### config.mk
export PLATFORM = sky130hd
export DESIGN_NAME = sm_operand_pairer_flat
export DESIGN_NICKNAME = d
export VERILOG_FILES = /design/src/rtl/sm_operand_pairer_pkg.sv /design/src/rtl/sm_operand_pairer_if.sv /design/src/rtl/sm_operand_pairer_tc_to_sm.sv /design/src/rtl/sm_operand_pairer.sv /design/src/flat_wrapper.sv
export SDC_FILE = /design/constraint.sdc
export NUM_CORES = 1
export LEC_CHECK = 0
export CAP_MARGIN = 20
export CORE_ASPECT_RATIO = 0.75
export CORE_MARGIN = 3
export CORE_UTILIZATION = 46
export CTS_CLUSTER_DIAMETER = 60
export DETAILED_ROUTE_END_ITERATION = 16
export GPL_TIMING_DRIVEN = 0
export PLACE_DENSITY = 0.74
export SYNTH_ARGS = -nofsm -noshare
export SYNTH_HDL_FRONTEND = slang
export SYNTH_SLANG_ARGS = --single-unit
### constraint.sdc
create_clock -name clk -period 2.1 [get_ports clk]
set_clock_uncertainty 0.2 [all_clocks]
set_input_delay 0.525 -clock clk [delete_from_list [all_inputs] [get_ports clk]]
set_output_delay 0.525 -clock clk [all_outputs]
set_load 0.005 [all_outputs]
### src/rtl/sm_operand_pairer_pkg.sv
// sm_pkg: shared types and constants for the sign-magnitude operand pairer.
//   sm_word_t    : packed sign-magnitude word (sign bit, 31-bit magnitude)
//   pair_state_e : pairing FSM states
//   SM_MIN_NEG   : the one two's-complement value with no sign-magnitude image
package sm_pkg;
  localparam logic [31:0] SM_MIN_NEG = 32'h8000_0000;
  typedef struct packed {
    logic        sign;
    logic [30:0] mag;
  } sm_word_t;
  typedef enum logic [1:0] {EMPTY, HAVE_A, FULL} pair_state_e;
endpackage

### src/rtl/sm_operand_pairer_if.sv
// sm_operand_pairer_if: operand stream in, operand pair out.
//   in_valid/in_ready/in_data    : two's-complement word stream
//   pair_valid/pair_ready        : pair handshake toward the subtractor
//   num1/num2/sat_flag           : presented pair and its saturation flag
//   pair_count                   : running count of consumed pairs
//   clear                        : synchronous flush
//   slave modport = pairer view, master modport = feeder/consumer view
interface sm_operand_pairer_if #(parameter int WIDTH = 32, parameter int CNT_W = 16);
  logic             clear;
  logic             in_valid;
  logic             in_ready;
  logic [WIDTH-1:0] in_data;
  logic             pair_valid;
  logic             pair_ready;
  logic [WIDTH-1:0] num1;
  logic [WIDTH-1:0] num2;
  logic             sat_flag;
  logic [CNT_W-1:0] pair_count;
  modport slave (
    input  clear, in_valid, in_data, pair_ready,
    output in_ready, pair_valid, num1, num2, sat_flag, pair_count
  );
  modport master (
    output clear, in_valid, in_data, pair_ready,
    input  in_ready, pair_valid, num1, num2, sat_flag, pair_count
  );
endinterface

### src/rtl/sm_operand_pairer_tc_to_sm.sv
// tc_to_sm: combinational two's-complement to sign-magnitude converter.
//   word : 32-bit two's-complement input
//   sm   : sign-magnitude result
//   sat  : word was the most negative value and its magnitude was clamped
module tc_to_sm
  import sm_pkg::*;
(
  input  logic [31:0] word,
  output sm_word_t    sm,
  output logic        sat
);
  logic [31:0] neg;
  assign neg = -word;
  assign sat = word == SM_MIN_NEG;
  // zero has sign 0 already, so -0 cannot appear
  assign sm = {word[31], sat ? 31'h7FFF_FFFF : (word[31] ? neg[30:0] : word[30:0])};
endmodule

### src/rtl/sm_operand_pairer.sv
// sm_operand_pairer: pairs consecutive converted words into (num1, num2) for the subtractor.
//   clk, rst_n : clock, asynchronous active-low reset
//   bus        : slave side of sm_operand_pairer_if (input stream, pair output, clear, count)
module sm_operand_pairer
  import sm_pkg::*;
#(
  parameter int WIDTH = 32,
  parameter int CNT_W = 16
) (
  input  logic                clk,
  input  logic                rst_n,
  sm_operand_pairer_if.slave  bus
);
  pair_state_e      state, state_n;
  sm_word_t         cv, a_word, num1_q, num2_q;
  logic             cv_sat, a_sat, sat_q;
  logic             in_fire, pair_fire, load_a, load_pair;
  logic [CNT_W-1:0] cnt_q;
  logic [WIDTH-1:0] in_word;
  assign in_word = bus.in_data;
  tc_to_sm u_conv (.word(in_word), .sm(cv), .sat(cv_sat));
  // FULL can still accept when the pair leaves in the same cycle
  assign bus.in_ready   = rst_n & ~bus.clear & ((state != FULL) | bus.pair_ready);
  assign bus.pair_valid = state == FULL;
  assign bus.num1       = num1_q;
  assign bus.num2       = num2_q;
  assign bus.sat_flag   = sat_q;
  assign bus.pair_count = cnt_q;
  assign in_fire   = bus.in_valid & bus.in_ready;
  assign pair_fire = bus.pair_valid & bus.pair_ready & ~bus.clear;
  always_comb begin
    state_n   = state;
    load_a    = 1'b0;
    load_pair = 1'b0;
    case (state)
      EMPTY:   if (in_fire) begin
        load_a  = 1'b1;
        state_n = HAVE_A;
      end
      HAVE_A:  if (in_fire) begin
        load_pair = 1'b1;
        state_n   = FULL;
      end
      FULL:    if (pair_fire) begin
        load_a  = in_fire;
        state_n = in_fire ? HAVE_A : EMPTY;
      end
      default: state_n = EMPTY;
    endcase
    if (bus.clear) begin
      state_n   = EMPTY;
      load_a    = 1'b0;
      load_pair = 1'b0;
    end
  end
  always_ff @(posedge clk or negedge rst_n) begin
    if (!rst_n) state <= EMPTY;
    else        state <= state_n;
  end
  always_ff @(posedge clk or negedge rst_n) begin
    if (!rst_n) begin
      a_word <= '0;
      a_sat  <= 1'b0;
      num1_q <= '0;
      num2_q <= '0;
      sat_q  <= 1'b0;
      cnt_q  <= '0;
    end else begin
      if (load_a) begin
        a_word <= cv;
        a_sat  <= cv_sat;
      end
      if (load_pair) begin
        num1_q <= a_word;
        num2_q <= cv;
        sat_q  <= a_sat | cv_sat;
      end
      if (pair_fire) cnt_q <= cnt_q + 1'b1;
    end
  end
endmodule
### src/flat_wrapper.sv
// flat-port wrapper written by rule: the top's interface ports become plain ports
module sm_operand_pairer_flat import sm_pkg::*;
#(
  parameter int WIDTH = 32,
  parameter int CNT_W = 16
)
  (clk, rst_n, bus_clear, bus_in_valid, bus_in_data, bus_pair_ready, bus_in_ready, bus_pair_valid, bus_num1, bus_num2, bus_sat_flag, bus_pair_count);
  sm_operand_pairer_if #(.WIDTH(WIDTH), .CNT_W(CNT_W)) bus_i ();
  input  logic clk;
  input  logic rst_n;
  input wire logic [$bits(bus_i.clear)-1:0] bus_clear;
  input wire logic [$bits(bus_i.in_valid)-1:0] bus_in_valid;
  input wire logic [$bits(bus_i.in_data)-1:0] bus_in_data;
  input wire logic [$bits(bus_i.pair_ready)-1:0] bus_pair_ready;
  output wire logic [$bits(bus_i.in_ready)-1:0] bus_in_ready;
  output wire logic [$bits(bus_i.pair_valid)-1:0] bus_pair_valid;
  output wire logic [$bits(bus_i.num1)-1:0] bus_num1;
  output wire logic [$bits(bus_i.num2)-1:0] bus_num2;
  output wire logic [$bits(bus_i.sat_flag)-1:0] bus_sat_flag;
  output wire logic [$bits(bus_i.pair_count)-1:0] bus_pair_count;
  assign bus_i.clear = bus_clear;
  assign bus_i.in_valid = bus_in_valid;
  assign bus_i.in_data = bus_in_data;
  assign bus_i.pair_ready = bus_pair_ready;
  assign bus_in_ready = bus_i.in_ready;
  assign bus_pair_valid = bus_i.pair_valid;
  assign bus_num1 = bus_i.num1;
  assign bus_num2 = bus_i.num2;
  assign bus_sat_flag = bus_i.sat_flag;
  assign bus_pair_count = bus_i.pair_count;
  sm_operand_pairer #(.WIDTH(WIDTH), .CNT_W(CNT_W)) u_core (.clk(clk), .rst_n(rst_n), .bus(bus_i));
endmodule
Word level (Yosys, flattened, before mapping):

Cells that the tools add are included.
W data, S select, Z words.

* add/sub/neg operators: 2
* multipliers: 0
* divide/modulo/power cells: 0
* $lt $le $gt $ge: 0
* eq/ne operators: 7
* shifts and indexed selects: 0
* multiplexer cells: 14
* bitwise logic cells: 8
* reduce and logical (&&, ||, !) cells: 2

Operators with widths (number)
* $mux W31: 2
* $eq A32 B32 Y1 const B: 1
* $neg A31 Y31: 1
* $add A16 B1 Y16 const B: 1
* $mux W2: 4
* $mux W1: 6
* $ne A3 B2 Y1 const B: 2
* $pmux W2 S3: 1
* $and A1 B1 Y1: 5
* $ne A3 B3 Y1 const B: 1
* $reduce_and A3 Y1: 1
* $eq A2 B1 Y1 const B: 1
* $eq A2 B2 Y1 const B: 1
* $logic_not A2 Y1: 1
* $ne A2 B2 Y1 const B: 1
* $or A1 B1 Y1: 2
* $pmux W1 S2: 1
* $not A1 Y1: 1

* register bits: 116
* bits in latches: 0
* bits in writable memories: 0
* bits in read-only memories: 0
* input port bits: 37
* output and inout port bits: 83
* word-level logic and storage cells: 43
* memories kept: 0

Logic depth before layout (Yosys ltp):

Gate-level depths: netlist (run 1).

* depth after elaboration: 8
* mapped depth: 9
* depth with buffers taken out: 7

Hierarchy:

Synthesis (run 1) repeated with hierarchy kept, for this count alone.

* cell total of the unflattened synthesis: 431
* area total of the unflattened synthesis: 5499.0 um2

Modules (own cells, without submodules)
* sm_operand_pairer: instances 1, cells an instance 285, area an instance 4506.8 um2, sequential area each 2902.8 um2
* tc_to_sm: instances 1, cells an instance 146, area an instance 992.2 um2, sequential area each 0.0 um2

Worst setup path before layout (run 1):

Ideal clock, no wire load.

* path type: input to register
* start: in bus_in_data[9]
* end: reg u_core.a_word[28] in the netlist's numbering
* setup time: 0.125 ns
* data arrival time: 2.651 ns
* required time: 1.775 ns
* setup slack: -0.875 ns
* cell stages on the path: 7
* buffers on the path: 2
* cell sequence: or4_1 > buf_2 > or4_1 > buf_2 > or3_1 > o311a_1 > mux2_2

* cells in the longest elaborated chain, start to end: 3
* elaborated cells on any way between the ends: 4
* those cells by class: add/sub (1); eq/ne (1); mux (2)

Ends and longest elaborated chain
* from (decl): RTL line flat_wrapper.sv:13 `input wire logic [$bits(bus_i.in_data)-1:0] bus_in_data;`
* $neg A31 Y31: RTL line sm_operand_pairer_tc_to_sm.sv:13 `assign neg = -word;`
* $mux W31: RTL line sm_operand_pairer_tc_to_sm.sv:16 `assign sm = {word[31], sat ? 31'h7FFF_FFFF : (word[31] ? neg[30:0] : word[30:0])};`
* $mux W31 (*): RTL line sm_operand_pairer_tc_to_sm.sv:16
* to (signal assigned): RTL line sm_operand_pairer.sv:70 `a_word <= cv;`
* to (decl): RTL line sm_operand_pairer.sv:15 `sm_word_t cv, a_word, num1_q, num2_q;`

Every way passes the cells marked *; elsewhere a longest branch is shown, timed or not.
A chain may end at the register's enable or synchronous reset.

Final worst setup path (run 1):

* start: in bus_in_data[4]
* end: reg u_core.num2_q (netlist bit u_core.bus.num2[28])

* cells in the longest elaborated chain, start to end: 3
* elaborated cells on any way between the ends: 4
* those cells by class: add/sub (1); eq/ne (1); mux (2)

Ends and longest elaborated chain
* $neg A31 Y31: RTL line sm_operand_pairer_tc_to_sm.sv:13
* $mux W31: RTL line sm_operand_pairer_tc_to_sm.sv:16
* $mux W31 (*): RTL line sm_operand_pairer_tc_to_sm.sv:16
* to (signal assigned): RTL line sm_operand_pairer.sv:75 `num2_q <= cv;`
* to (decl): RTL line sm_operand_pairer.sv:15

Marks and branches as above.

==> impl_metrics.yaml, run 1 <==
status:
  outcome: "finished with violations"
  failed_checks: "setup timing"
setup_path:
  r2r_cells: 8
  r2r_slack_ns: -0.16
  cp_max_fo: 3
  arrival_ns: 2.72
  worstSetupStartpointType: "input port"
  r2r_start: "u_core.state[1]$_DFFE_PN0P_"
  cp-endpoint: "u_core.bus.num2[28]$_DFFE_PN0P_"
  cp_data_required_time_ns: 2.19
  cp-startpoint: "bus_in_data[4]"
  worstSetupEndpointType: "flop"
  critPathKind: "input port to flop"
  r2r-end: "u_core.a_word[13]$_DFFE_PN0P_"
sta:
  worst_slew_pin_slew_ns: 0.829
  timing.final.crit_share_pct: 125
  report.final.slew_viol_count: 0
  finalHoldViolCount: 0
  clock.fmax_mhz: 380
  finalSetupViolCount: 64
  whs_ns: 0.0139
  slew_headroom_pct: 44.7
  rsz0062_at_grt: "true"
  setup_slack_ns: -0.530
  finalCriticalPeriod_ns: 2.63
routing:
  drtIter0Drc: 579
  wirelength_um: 20300
  drc: 0
  drt-pass1-iter-count: 5
  ant_nets: 0
  routed_via_density: 5.90
  wl_per_cell_um: 21.5
  vias: 5589
synth:
  muxShareOfSynthArea_pct: 2.89
  synthXorXnorAreaFrac_pct: 5.03
  yosysTopAreaCellShare_pct: 53.7
  async_reset_ff_share_pct: 100
  synthAdderAreaFrac_pct: 0.463
  yosys-top-cells-area: "dfrtp_1 54%, nand2_1 9.4%, nor2_1 4.0%, xnor2_1 3.4%, mux2_2 2.7%"
  avgSynthCellArea_um2: 9.38
  netlist_area_um2: 5400
  ys_ff_latch: 116
  synthFlopType: "dfrtp_1"
  synth_compound_area_share_pct: 12.6
  synth_seq_area_share_pct: 53.7
  syn_inst: 576
  synth_top_family_by_area: "simple AND/OR/NAND/NOR gates"
  synth_nets: 615
  synth_cell_types: 50
  synth_edf_count: 0
  synth_top_area_cell: "dfrtp_1"
  yosys_warnings: 0
  yosys.area_share.simple_pct: 22.5
cells_and_area:
  layout.nets: 818
  final_area_um2: 9010
  seqCellArea_um2: 2910
  multiInputGateArea_um2: 3160
  area_growth_pct: 66.8
  drive_gt1_share_pct: 33.9
  fill_cells: 661
  num_antenna_cells: 0
die:
  fp-row-count: 33
  start_util_pct: 48.3
  die_x_um: 131
  core_area_um2: 11200
  die_area_um2: 13100
  io_pins: 120
  die_h_um: 99.9
clock_network:
  cts-root-buf: "clkbuf_16"
  cts_buffers: 17
  cts_sinks: 116
  cts_buffer_depth: 2
  clk_pin_slew_ns: 0.06
  worstSkewPairLatency_ns: 0.41
  cts_tree: "built"
  h-tree-depth: 4
min_path:
  hold_path.class: "input port to async pin"
global_route:
  overflow: 0
  grt_max_degree: 37
  grt_pass1_vias: 5494
  grt_pass1_wl_um: 30600
  track_usage_pct: 29.9
  grt_antenna_before_repair: 1
power_and_ir_drop:
  power_w: 0.00809
  p_leak_nw: 3.96
  peakVddDrop_mv: 0.893
  powerDensity_nw_per_um2: 898
place:
  hpwl_um: 11900
  numPortBuffers: 116
  gp_congestion: 0.896
  place_area_um2: 6970
  pre_cts_ws_ns: -1.56
job:
  maxCapViolations: 0
routing by layer:
metal	track usage [%]	up-vias	wire length (µm)
met5	0	-	18
met4	8.56	2	459
met3	8.87	49	1710
met2	46.7	313	9540
met1	41.1	2790	8600
li1	-	2435	-
flip-flops by register name, summed over array words and instances (netlist names):
register and count:
u_core.a_sat 1, u_core.bus.num2 32, u_core.state 2, u_core.a_word 32, u_core.bus.pair_count 16, u_core.bus.num1 32, u_core.bus.sat_flag 1
metrics by stage:
stage | setup TNS [ns] | util, % | instances
final | -25.26 | 80.5 | 947
after CTS | -24.22 | 76.7 | 928
after floorplan | -35.69 | - | 576
after global placement | -994.24 | 61.9 | 849
after detailed placement | -143.05 | 62.3 | 852
after global routing | -25.95 | 80.5 | 947
cell usage in the layout, fill, tap and decap left out, drive strengths merged, types with 13 or more instances in the layout:
cell type / synthesis / final
mux2: 13 / 13
nand2: 135 / 135
clkdlybuf4s50: 0 / 87
dfrtp: 116 / 116
nor2: 58 / 58
buf: 5 / 87
clkbuf: 29 / 46
xnor2: 21 / 21
a21oi: 26 / 26
o21ai: 27 / 27
synthesized netlist by cell type (4+ instances only):
cell type  number
a21oi_1        26
a31oi_1        11
and3_1          5
buf_2           4
clkbuf_1       29
dfrtp_1       116
inv_1           4
mux2_2         13
nand2_1       135
nand2b_1        4
nand3_1        12
nand4_1         5
nor2_1         58
nor3_1         10
nor4_1         11
o211ai_1        4
o21ai_0        24
o22ai_1         4
o31ai_1         5
o32ai_1         6
o41ai_1         4
or3_1           5
or4_1          11
xnor2_1        21
xor2_1         10
how the worst min path moves through the flow:
stage / from / end / cells past startpoint / slack [ns]
global route: rst_n / u_core.a_word[8]$_DFFE_PN0P_ / 2 / 0.01
global placement: u_core.a_word[11]$_DFFE_PN0P_ / u_core.bus.num1[11]$_DFFE_PN0P_ / 2 / 0.25
detailed placement: u_core.a_word[22]$_DFFE_PN0P_ / u_core.bus.num1[22]$_DFFE_PN0P_ / 2 / 0.26
floorplan: rst_n / u_core.a_sat$_DFFE_PN0P_ / 0 / 0.03
CTS: rst_n / u_core.a_word[31]$_DFFE_PN0P_ / 3 / 0.008
finish: rst_n / u_core.bus.num1[11]$_DFFE_PN0P_ / 2 / 0.01
kinds of logic after synthesis:
group                      after synthesis
buffers and inverters                   39
xor gates and xnor gates                31
muxes                                   14
adders and majority gates                2
AOI/OAI and AO/OA                      106
and+or+nand+nor                        268
DFF                                    116
what timing repair did:
item | CTS | global route
resized for setup | 234 | 82
hold endpoints to repair | 47 | 0
hold buffers | 3 | 0
endpoints found under the setup margin | 111 | 109
pin swaps | 50 | 32
cloned | 4 | 1
buffers inserted | 44 | 20
final cells by class:
class,instances,share of cell area (%)
clock inverter,8,1.37
timing repair buffer,191,21.2
inverter,5,0.236
tap,157,2.18
multi-input combinational,421,35.1
sequential,116,32.3
buffer,27,2.29
clock buffer,22,5.37
power by group:
group / internal (W) / switching, W
clock network: 0.00198 / 0.00101
logic: 0.00119 / 0.000826
registers: 0.00276 / 0.000326
total: 0.00593 / 0.00217
critical path, cell delays in order:
cell	delay, ns
buf_8	0.10
or4_4	0.57
or4_4	0.56
or3_1	0.37
o311a_1	0.33
mux2_4	0.27
Note: power is estimated with default switching activity, not from simulation.
==> run 2: changes to the inputs <==
--- a/config.mk
+++ b/config.mk
@@ -8,11 +8,12 @@
 export CAP_MARGIN = 20
 export CORE_ASPECT_RATIO = 0.75
 export CORE_MARGIN = 3
-export CORE_UTILIZATION = 46
+export CORE_UTILIZATION = 51
 export CTS_CLUSTER_DIAMETER = 60
 export DETAILED_ROUTE_END_ITERATION = 16
 export GPL_TIMING_DRIVEN = 0
-export PLACE_DENSITY = 0.74
+export PLACE_DENSITY = 0.78
+export REMOVE_ABC_BUFFERS = 1
 export SYNTH_ARGS = -nofsm -noshare
 export SYNTH_HDL_FRONTEND = slang
 export SYNTH_SLANG_ARGS = --single-unit
==> constraint.sdc (replaced) <==
create_clock -name clk -period 2.8 [get_ports clk]
set_clock_uncertainty 0.2 [all_clocks]
set_input_delay 0.7 -clock clk [delete_from_list [all_inputs] [get_ports clk]]
set_output_delay 0.7 -clock clk [all_outputs]
set_load 0.005 [all_outputs]
==> run 2 against run 1 <==
Against the previous run: routed wire length down 15%; final cell count down 8.1%; cell area down 11%; largest cell class is now flip-flops and latches; critical path depth up 1; the flow still finishes with violations (setup timing); via count down 6.1%; worst setup slack better by 0.49 ns; non-clock buffer count down 56; combinational power down 33%; clock-buffer cell count unchanged; largest power group unchanged; total power down 27%; sequential share of layout area up 4.1 points; core utilization down 0.46 points.
==> impl_metrics.yaml, run 2 (synthesis results as in run 1) <==
clock_network:
  clk_pin_slew_ns: 0.05
  cts_tree: "built"
  cts_buffer_depth: 2
  h-tree-depth: 4
  cts_sinks: 116
  cts-root-buf: "clkbuf_16"
  worstSkewPairLatency_ns: 0.41
  cts_buffers: 17
die:
  die_h_um: 95.1
  start_util_pct: 54.2
  die_x_um: 125
  core_area_um2: 9970
  fp-row-count: 31
  die_area_um2: 11900
  io_pins: 120
cells_and_area:
  layout.nets: 763
  fill_cells: 604
  layout_common_cells: "135 x nand2_1, 116 x dfrtp_1, 94 x clkdlybuf4s50_1, 55 x nor2_1, 28 x buf_4"
  layout_commonest_cell: "nand2_1"
  final_core_util_pct: 80.1
  area_growth_pct: 47.7
  drive_gt1_share_pct: 18.6
status:
  failed_checks: "setup timing"
  outcome: "finished with violations"
sta:
  setup-tns-final_ns: -0.119
  setup_slack_ns: -0.0407
  whs_ns: 0.0307
  worst_slew_pin_slew_ns: 0.782
  report.final.slew_viol_count: 0
  rsz0062_at_grt: "true"
  finalSetupViolCount: 6
  finalHoldViolCount: 0
  finalCriticalPeriod_ns: 2.84
  clock.fmax_mhz: 352
  timing.final.crit_share_pct: 101
  slew_headroom_pct: 47.4
routing:
  ant_nets: 0
  wirelength_um: 17200
  wl_per_cell_um: 19.8
  routed_via_density: 6.03
  drc: 0
  drt-pass1-iter-count: 6
  vias: 5246
  drtIter0Drc: 727
global_route:
  grt_antenna_before_repair: 3
  grt_pass1_wl_um: 26300
  track_usage_pct: 27.9
  grt_max_degree: 53
  overflow: 0
  grt_pass1_vias: 5250
setup_path:
  worstSetupStartpointType: "input port"
  worstSetupEndpointType: "flop"
  critPathKind: "input port to flop"
  arrival_ns: 2.99
  cp_max_fo: 4
  cp_data_required_time_ns: 2.95
power_and_ir_drop:
  powerDensity_nw_per_um2: 737
  power_w: 0.00588
  p_leak_nw: 3.56
  peakVddDrop_mv: 0.524
min_path:
  hold_path.class: "input port to async pin"
place:
  pre_cts_ws_ns: -1.53
  gp_congestion: 0.877
  hpwl_um: 9950
  numPortBuffers: 119
job:
  maxCapViolations: 0
-- run 2: cell types whose count changed in the layout (fill, tap and decap cells not counted), sizes merged, moves of 2 or more --
cell / delta
clkdlybuf4s50: +7
clkdlybuf4s15: -5
dlygate4sd2: +3
diode: +2
dlygate4sd3: -3
clkbuf: -22
clkinv: +3
buf: -39
dlymetal6s2s: +4
-- run 2: final cells by class --
| cell class | count | area (µm²) | share of cell area (%) |
|---|---|---|---|
| antenna | 2 | 5.00 | 0.0627 |
| clock buffer | 22 | 484 | 6.07 |
| clock inverter | 9 | 126 | 1.58 |
| inverter | 5 | 18.8 | 0.235 |
| multi-input combinational | 422 | 2610 | 32.7 |
| sequential | 116 | 2900 | 36.4 |
| tap | 132 | 165 | 2.07 |
| timing repair buffer | 162 | 1670 | 20.9 |
-- run 2: power by group --
part	internal [W]	switching, W
registers	0.00207	0.000236
logic	0.000793	0.000561
clock network	0.00148	0.000742
-- run 2: what timing repair did --
| action | 4_1_cts | 5_1_grt |
|---|---|---|
| pin swaps | 12 | 11 |
| gates cloned | 3 | 0 |
| endpoints found under the hold margin | 40 | 0 |
| resized for setup | 75 | 40 |
| setup buffers | 20 | 9 |
| endpoints found under the setup margin | 66 | 60 |
| hold buffers | 1 | 0 |
-- run 2: critical path, cell delays in order --
cell	delay [ns]
buf_8	0.11
or4_4	0.57
or4_4	0.55
buf_4	0.17
o311a_1	0.35
a311oi_2	0.31
mux2_4	0.23
-- run 2: final timing paths --
check / start / to / slack, ns / depth (start not counted)
min: rst_n / u_core.a_word[8]$_DFFE_PN0P_ / 0.03 / 2
max in group asynchronous: rst_n / u_core.a_word[1]$_DFFE_PN0P_ / 2.02 / 2
min in group clk: u_core.a_word[27]$_DFFE_PN0P_ / u_core.bus.num1[27]$_DFFE_PN0P_ / 0.27 / 2
max: bus_in_data[9] / u_core.a_word[24]$_DFFE_PN0P_ / -0.04 / 7
max reg2reg: u_core.state[0]$_DFFE_PN0P_ / u_core.bus.pair_count[15]$_DFFE_PN0N_ / 0.33 / 5
min reg2reg: u_core.a_word[27]$_DFFE_PN0P_ / u_core.bus.num1[27]$_DFFE_PN0P_ / 0.27 / 2
-- run 2: metal layers --
metal / global-route usage [%] / routed length, µm / vias to the layer above
met5: 0 / 21 / -
li1: - / - / 2323
met3: 8.90 / 1540 / 76
met2: 44.6 / 8040 / 345
met4: 13.0 / 572 / 4
met1: 35.3 / 7080 / 2498
-- run 2: stage by stage --
step / cell area [µm²] / instances
after floorplan: 5270 / 542
after global placement: 6630 / 793
after detailed placement: 6800 / 804
after CTS: 7810 / 859
after global routing: 7980 / 869
final: 7980 / 870
==> patch 1, RTL diff (config.mk and constraints of run 1) <==
`CNT_W` is set to 16 in 3 places; all go to 20.
--- a/src/rtl/sm_operand_pairer_if.sv
+++ b/src/rtl/sm_operand_pairer_if.sv
@@ -6,5 +6,5 @@
 //   clear                        : synchronous flush
 //   slave modport = pairer view, master modport = feeder/consumer view
-interface sm_operand_pairer_if #(parameter int WIDTH = 32, parameter int CNT_W = 16);
+interface sm_operand_pairer_if #(parameter int WIDTH = 32, parameter int CNT_W = 20);
   logic             clear;
   logic             in_valid;
--- a/src/rtl/sm_operand_pairer.sv
+++ b/src/rtl/sm_operand_pairer.sv
@@ -6,5 +6,5 @@
 #(
   parameter int WIDTH = 32,
-  parameter int CNT_W = 16
+  parameter int CNT_W = 20
 ) (
   input  logic                clk,
--- a/src/flat_wrapper.sv
+++ b/src/flat_wrapper.sv
@@ -3,5 +3,5 @@
 #(
   parameter int WIDTH = 32,
-  parameter int CNT_W = 16
+  parameter int CNT_W = 20
 )
   (clk, rst_n, bus_clear, bus_in_valid, bus_in_data, bus_pair_ready, bus_in_ready, bus_pair_valid, bus_num1, bus_num2, bus_sat_flag, bus_pair_count);
Ports: changed (resized bus_pair_count); port bits go from 120 to 124. The function was not compared with the original's and may differ.
==> patch 1 against run 1 <==
Clock power about the same. Final cell count down 2.6%. Routed wire length is 11% lower. Total power is 0.76% lower. The run still ends with setup timing left. Final area down 3.9%. Sequential share of layout area is 2.4 points higher. Sequential cell count increased by 4. Die area up 0.30%. Synthesized area is 0.32% higher. Non-clock buffer count is 19 lower. Synthesized cell count shrank 1.6%. Setup slack gained 0.13 ns. Largest power group unchanged. Count of clock-buffer cells in the layout grew 1.
==> patch 1: results (changes against run 1) <==
YOSYS
------------------------------------------------------------------
Top cells by count, synth                             nand2_1, dfrtp_1, nor2_1
Largest cells by area after synthesis                 dfrtp_1, nand2_1, xnor2_1
Post-synthesis cell count                                      567   -1.6%
Synth cell types                                                45   -10%
Synthesized Nets                                               606   -1.5%

GLOBAL ROUTE
------------------------------------------------------------------
Antenna violations before repair                                 0   -1
First-pass GRT wire length                               26,820 um   -12%
All-Layer GR Usage                                          0.2621   -0.03677
Largest net degree at the start of global routing               32   -14%

FINAL LAYOUT
------------------------------------------------------------------
Final nets                                                     792   -3.2%
Combined area of the multi-input logic cells              2799 um2   -11%
Final instance count without filler cells                      922   -2.6%
Number of inserted filler cells in the final layout            685   +3.6%
Share of layout cells above drive strength 1                0.2954   -0.04382

SETUP PATH
------------------------------------------------------------------
Worst stage delay on the critical path                     0.64 ns   +0.07 ns
Worst-path fanout max                                            7   +4

STATUS
------------------------------------------------------------------
Run status                                            finished, violations left
Violated checks                                       setup timing

DRT
------------------------------------------------------------------
Overall routed net length                                18,050 um   -11%
Starting DRC count in detailed routing                         487   -16%
Average via count per standard cell                          5.530   -6.3%

PLACED DESIGN
------------------------------------------------------------------
Number of placed instances, taps included                      849   -0.35%
Port Buffer Count                                              123   +6.0%
GP Congestion                                               0.9235   +3.0%
Placed cell areas                                         6977 um2   +0.11%

TIMING
------------------------------------------------------------------
Setup tns final                                          -20.67 ns   +4.587 ns
Final setup violation count                                     65   +1.6%
Worst Slack Setup Final                                 -0.3993 ns   +0.1309 ns
Worst slew slack as a fraction of its limit                 0.5393   +0.09194

POWER
------------------------------------------------------------------
Peak ir drop on the vdd network                          0.6560 mV   -27%
Standby leakage power                                     3.924 nW   -0.89%

-- patch 1: cell count changes in the layout (fill, tap and decap cells not counted), moves of 7 or more --
cell / run 1 / this run
buf_4: 55 / 28
nand2_1: 133 / 146
o21ai_1: 8 / 19
a21oi_2: 14 / 24
a31oi_1: 9 / 0
clkbuf_2: 6 / 15
clkdlybuf4s50_1: 87 / 96
mux2_4: 11 / 2
xnor2_1: 18 / 27
dfrtp_1: 111 / 118
nor2_4: 10 / 17
xor2_1: 8 / 15
-- patch 1: metal layers --
metal  track usage  wire, um  vias to the layer above
met5             0         0                        -
met1        0.3508      7702                     2519
met3       0.05962      1261                       41
met2        0.4279      8639                      254
met4       0.09201       449                        0
li1              -         -                     2285
-- patch 1: worst min-delay path, stage by stage --
cell	delay, ns
buf_16	0.09
buf_12	0.11
buf_12	0.09
buf_12	0.18
-- patch 1: what timing repair did --
action / 4_1_cts / 5_1_grt
pin swaps: 31 / 47
hold endpoints to repair: 74 / 0
buffers inserted: 16 / 19
hold buffers: 7 / 0
setup endpoints to repair: 116 / 116
resized for setup: 147 / 112
gates cloned: 6 / 1
-- patch 1: worst paths after layout --
path	startpoint	to	cells past startpoint	slack, ns
max	bus_in_data[1]	u_core.a_word[26]$_DFFE_PN0P_	8	-0.40
min	rst_n	u_core.a_word[14]$_DFFE_PN0P_	4	0.05
max reg2reg	u_core.state[0]$_DFFE_PN0P_	u_core.bus.num2[2]$_DFFE_PN0P_	7	-0.12
min reg2reg	u_core.bus.num1[21]$_DFFE_PN0P_	u_core.bus.num1[21]$_DFFE_PN0P_	2	0.27
max in group asynchronous	rst_n	u_core.state[0]$_DFFE_PN0P_	4	0.48
min in group clk	bus_in_data[0]	u_core.bus.num2[0]$_DFFE_PN0P_	3	0.18
-- patch 1: logic make-up (layout without fill, tap and decap cells) --
group,after synthesis,count (layout),share of synthesized area
AO/OA/AOI/OAI,97,97,0.1143
adder cells (fa/ha/maj),2,2,0.004616
buffers and inverters,40,238,0.03462
multiplexers,4,4,0.009465
XOR/XNOR,45,45,0.07272
flip-flops,120,120,0.5540
AND/OR/NAND/NOR,259,259,0.2103
-- patch 1: power breakdown --
group,switching (W),total [W],internal (W)
sequential,0.000325,0.00314,0.00281
clock,0.00101,0.00299,0.00198
combinational,0.000811,0.00191,0.00109
-- patch 1: layout make-up --
type                            count  area share
Buffer                             25     0.01879
Clock buffer                       23     0.05636
Clock inverter                      8     0.01373
Inverter                            8    0.005491
Multi-Input combinational cell    407      0.3233
Sequential cell                   120      0.3471
Tap cell                          157     0.02269
Timing Repair Buffer              174      0.2126
==> patch 2, RTL diff (settings of run 1) <==
Made on the original files. The 3 states of `pair_state_e` get a one-hot encoding in 3 bits.
--- a/src/rtl/sm_operand_pairer_pkg.sv
+++ b/src/rtl/sm_operand_pairer_pkg.sv
@@ -9,5 +9,5 @@
     logic [30:0] mag;
   } sm_word_t;
-  typedef enum logic [1:0] {EMPTY, HAVE_A, FULL} pair_state_e;
+  typedef enum logic [2:0] {EMPTY = 3'b001, HAVE_A = 3'b010, FULL = 3'b100} pair_state_e;
 endpackage
 
Function: no difference found for any inputs over 10 cycles, from zero or initial values and one cycle with rst_n low; not proved beyond that.
==> patch 2 against run 1 <==
The run still ends with setup timing left. Synthesized cell count decreased by 0.87%. Sequential cell count increased by 1. Final area decreased by 0.56%. Non-clock buffer count decreased by 3. Setup slack improved by 0.35 ns. Register-to-register slack got worse by 0.02 ns. Critical path depth increased by 1. Routed wire length about the same. Synthesized area increased by 1.0%. Critical path type is now reg -> reg. Largest cell class unchanged.
Power is not compared: it rests on default switching activity, and its combinational part moved more than twofold at a synthesized area within 25%.
==> patch 2: results (changes against run 1) <==
GLOBAL ROUTE
----------------------------------------------------------------------------------------
First-pass GRT wire length                                                     28,810 um   -5.8%
All-Layer GR Usage                                                                0.2843   -0.01467
Vias in the first global route                                                     5,319   -3.2%

FINAL LAYOUT
----------------------------------------------------------------------------------------
Number of inserted filler cells in the final layout                                  656   -0.76%
Final nets                                                                           815   -0.37%

YOSYS
----------------------------------------------------------------------------------------
Top cells by count, synth                                                   nand2_1, dfrtp_1, nor2_1
Largest cells by area after synthesis                                       dfrtp_1, nand2_1, nor2_1
Synthesized-area fraction occupied by adder cells                               0.004586   -0.00004567
Synth cell types                                                                      52   +4.0%
Mean instance size in the synthesized netlist                                  9.556 um2   +1.9%
Multiplexer area fraction after synthesis                                        0.02889   -0.00005613
Seq/Total Area, Yosys                                                             0.5368   about the same

PLACED DESIGN
----------------------------------------------------------------------------------------
Total half-perimeter wirelength after legalization and detailed placement      11,590 um   -2.7%
Number of placed instances, taps included                                            845   -0.82%
Pre-CTS WS                                                                     -1.237 ns   +0.3243 ns

STATUS
----------------------------------------------------------------------------------------
Violated checks                                                             setup timing
Run status                                                                  finished, violations left

TIMING
----------------------------------------------------------------------------------------
Setup tns final                                                                -5.521 ns   +19.74 ns
Worst Slack Setup Final                                                       -0.1759 ns   +0.3543 ns
Final setup violation count                                                           65   +1.6%

DRT
----------------------------------------------------------------------------------------
Starting DRC count in detailed routing                                               594   +2.6%

SETUP PATH
----------------------------------------------------------------------------------------
Worst Setup Start Kind                                                              flop
Worst stage delay on the critical path                                           0.45 ns   -0.12 ns
Worst-path fanout max                                                                  4   +1
Data arrival at the endpoint of the critical path                                2.41 ns   -0.31 ns

[patch 2: cells by family (layout without fill, tap and decap cells)]
kind of cell | count (synthesis) | count (layout)
and+or+nand+nor | 265 | 266
DFF | 117 | 117
AOI/OAI and AO/OA | 100 | 100
buffers and inverters | 40 | 257
xor gates and xnor gates | 33 | 33
muxes | 14 | 14
adders and majority gates | 2 | 2
other | 0 | 1
[patch 2: metal layers]
layer	vias to the layer above	share of wire	GRT usage
met5	-	0.00079	0
met4	4	0.028	0.09120
met3	64	0.085	0.09168
met2	319	0.48	0.4388
met1	2821	0.41	0.3854
li1	2408	-	-
[patch 2: final timing paths]
kind / slack, ns / to
hold / removal: 0.18 / u_core.state[1]$_DFFE_PN0P_
max in group asynchronous: 0.48 / u_core.a_word[31]$_DFFE_PN0P_
setup / recovery: -0.18 / u_core.bus.pair_count[9]$_DFFE_PN0N_
min in group asynchronous: 0.68 / u_core.bus.pair_count[7]$_DFFE_PN0N_
setup reg to reg: -0.18 / u_core.bus.pair_count[9]$_DFFE_PN0N_
hold reg to reg: 0.27 / u_core.bus.num1[14]$_DFFE_PN0P_
[patch 2: final cells by class]
type / count / area [um2] / area share
multi-input cells: 415 / 3079 / 0.3436
flip-flops and latches: 117 / 2933 / 0.3273
repair buffers: 189 / 1868 / 0.2085
clock buffers: 24 / 511.7 / 0.05711
plain buffers: 26 / 235.2 / 0.02625
well taps: 157 / 196.4 / 0.02192
clock inverters: 8 / 95.09 / 0.01061
inverters: 10 / 40.04 / 0.004468
diodes: 1 / 2.502 / 0.0002793
[patch 2: what timing repair did]
action / in CTS / in global routing
hold endpoints to repair: 46 / 0
hold buffers: 4 / 0
resized for setup: 221 / 91
pin swaps: 41 / 54
buffers inserted: 41 / 21
cloned: 6 / 1
endpoints found under the setup margin: 109 / 97
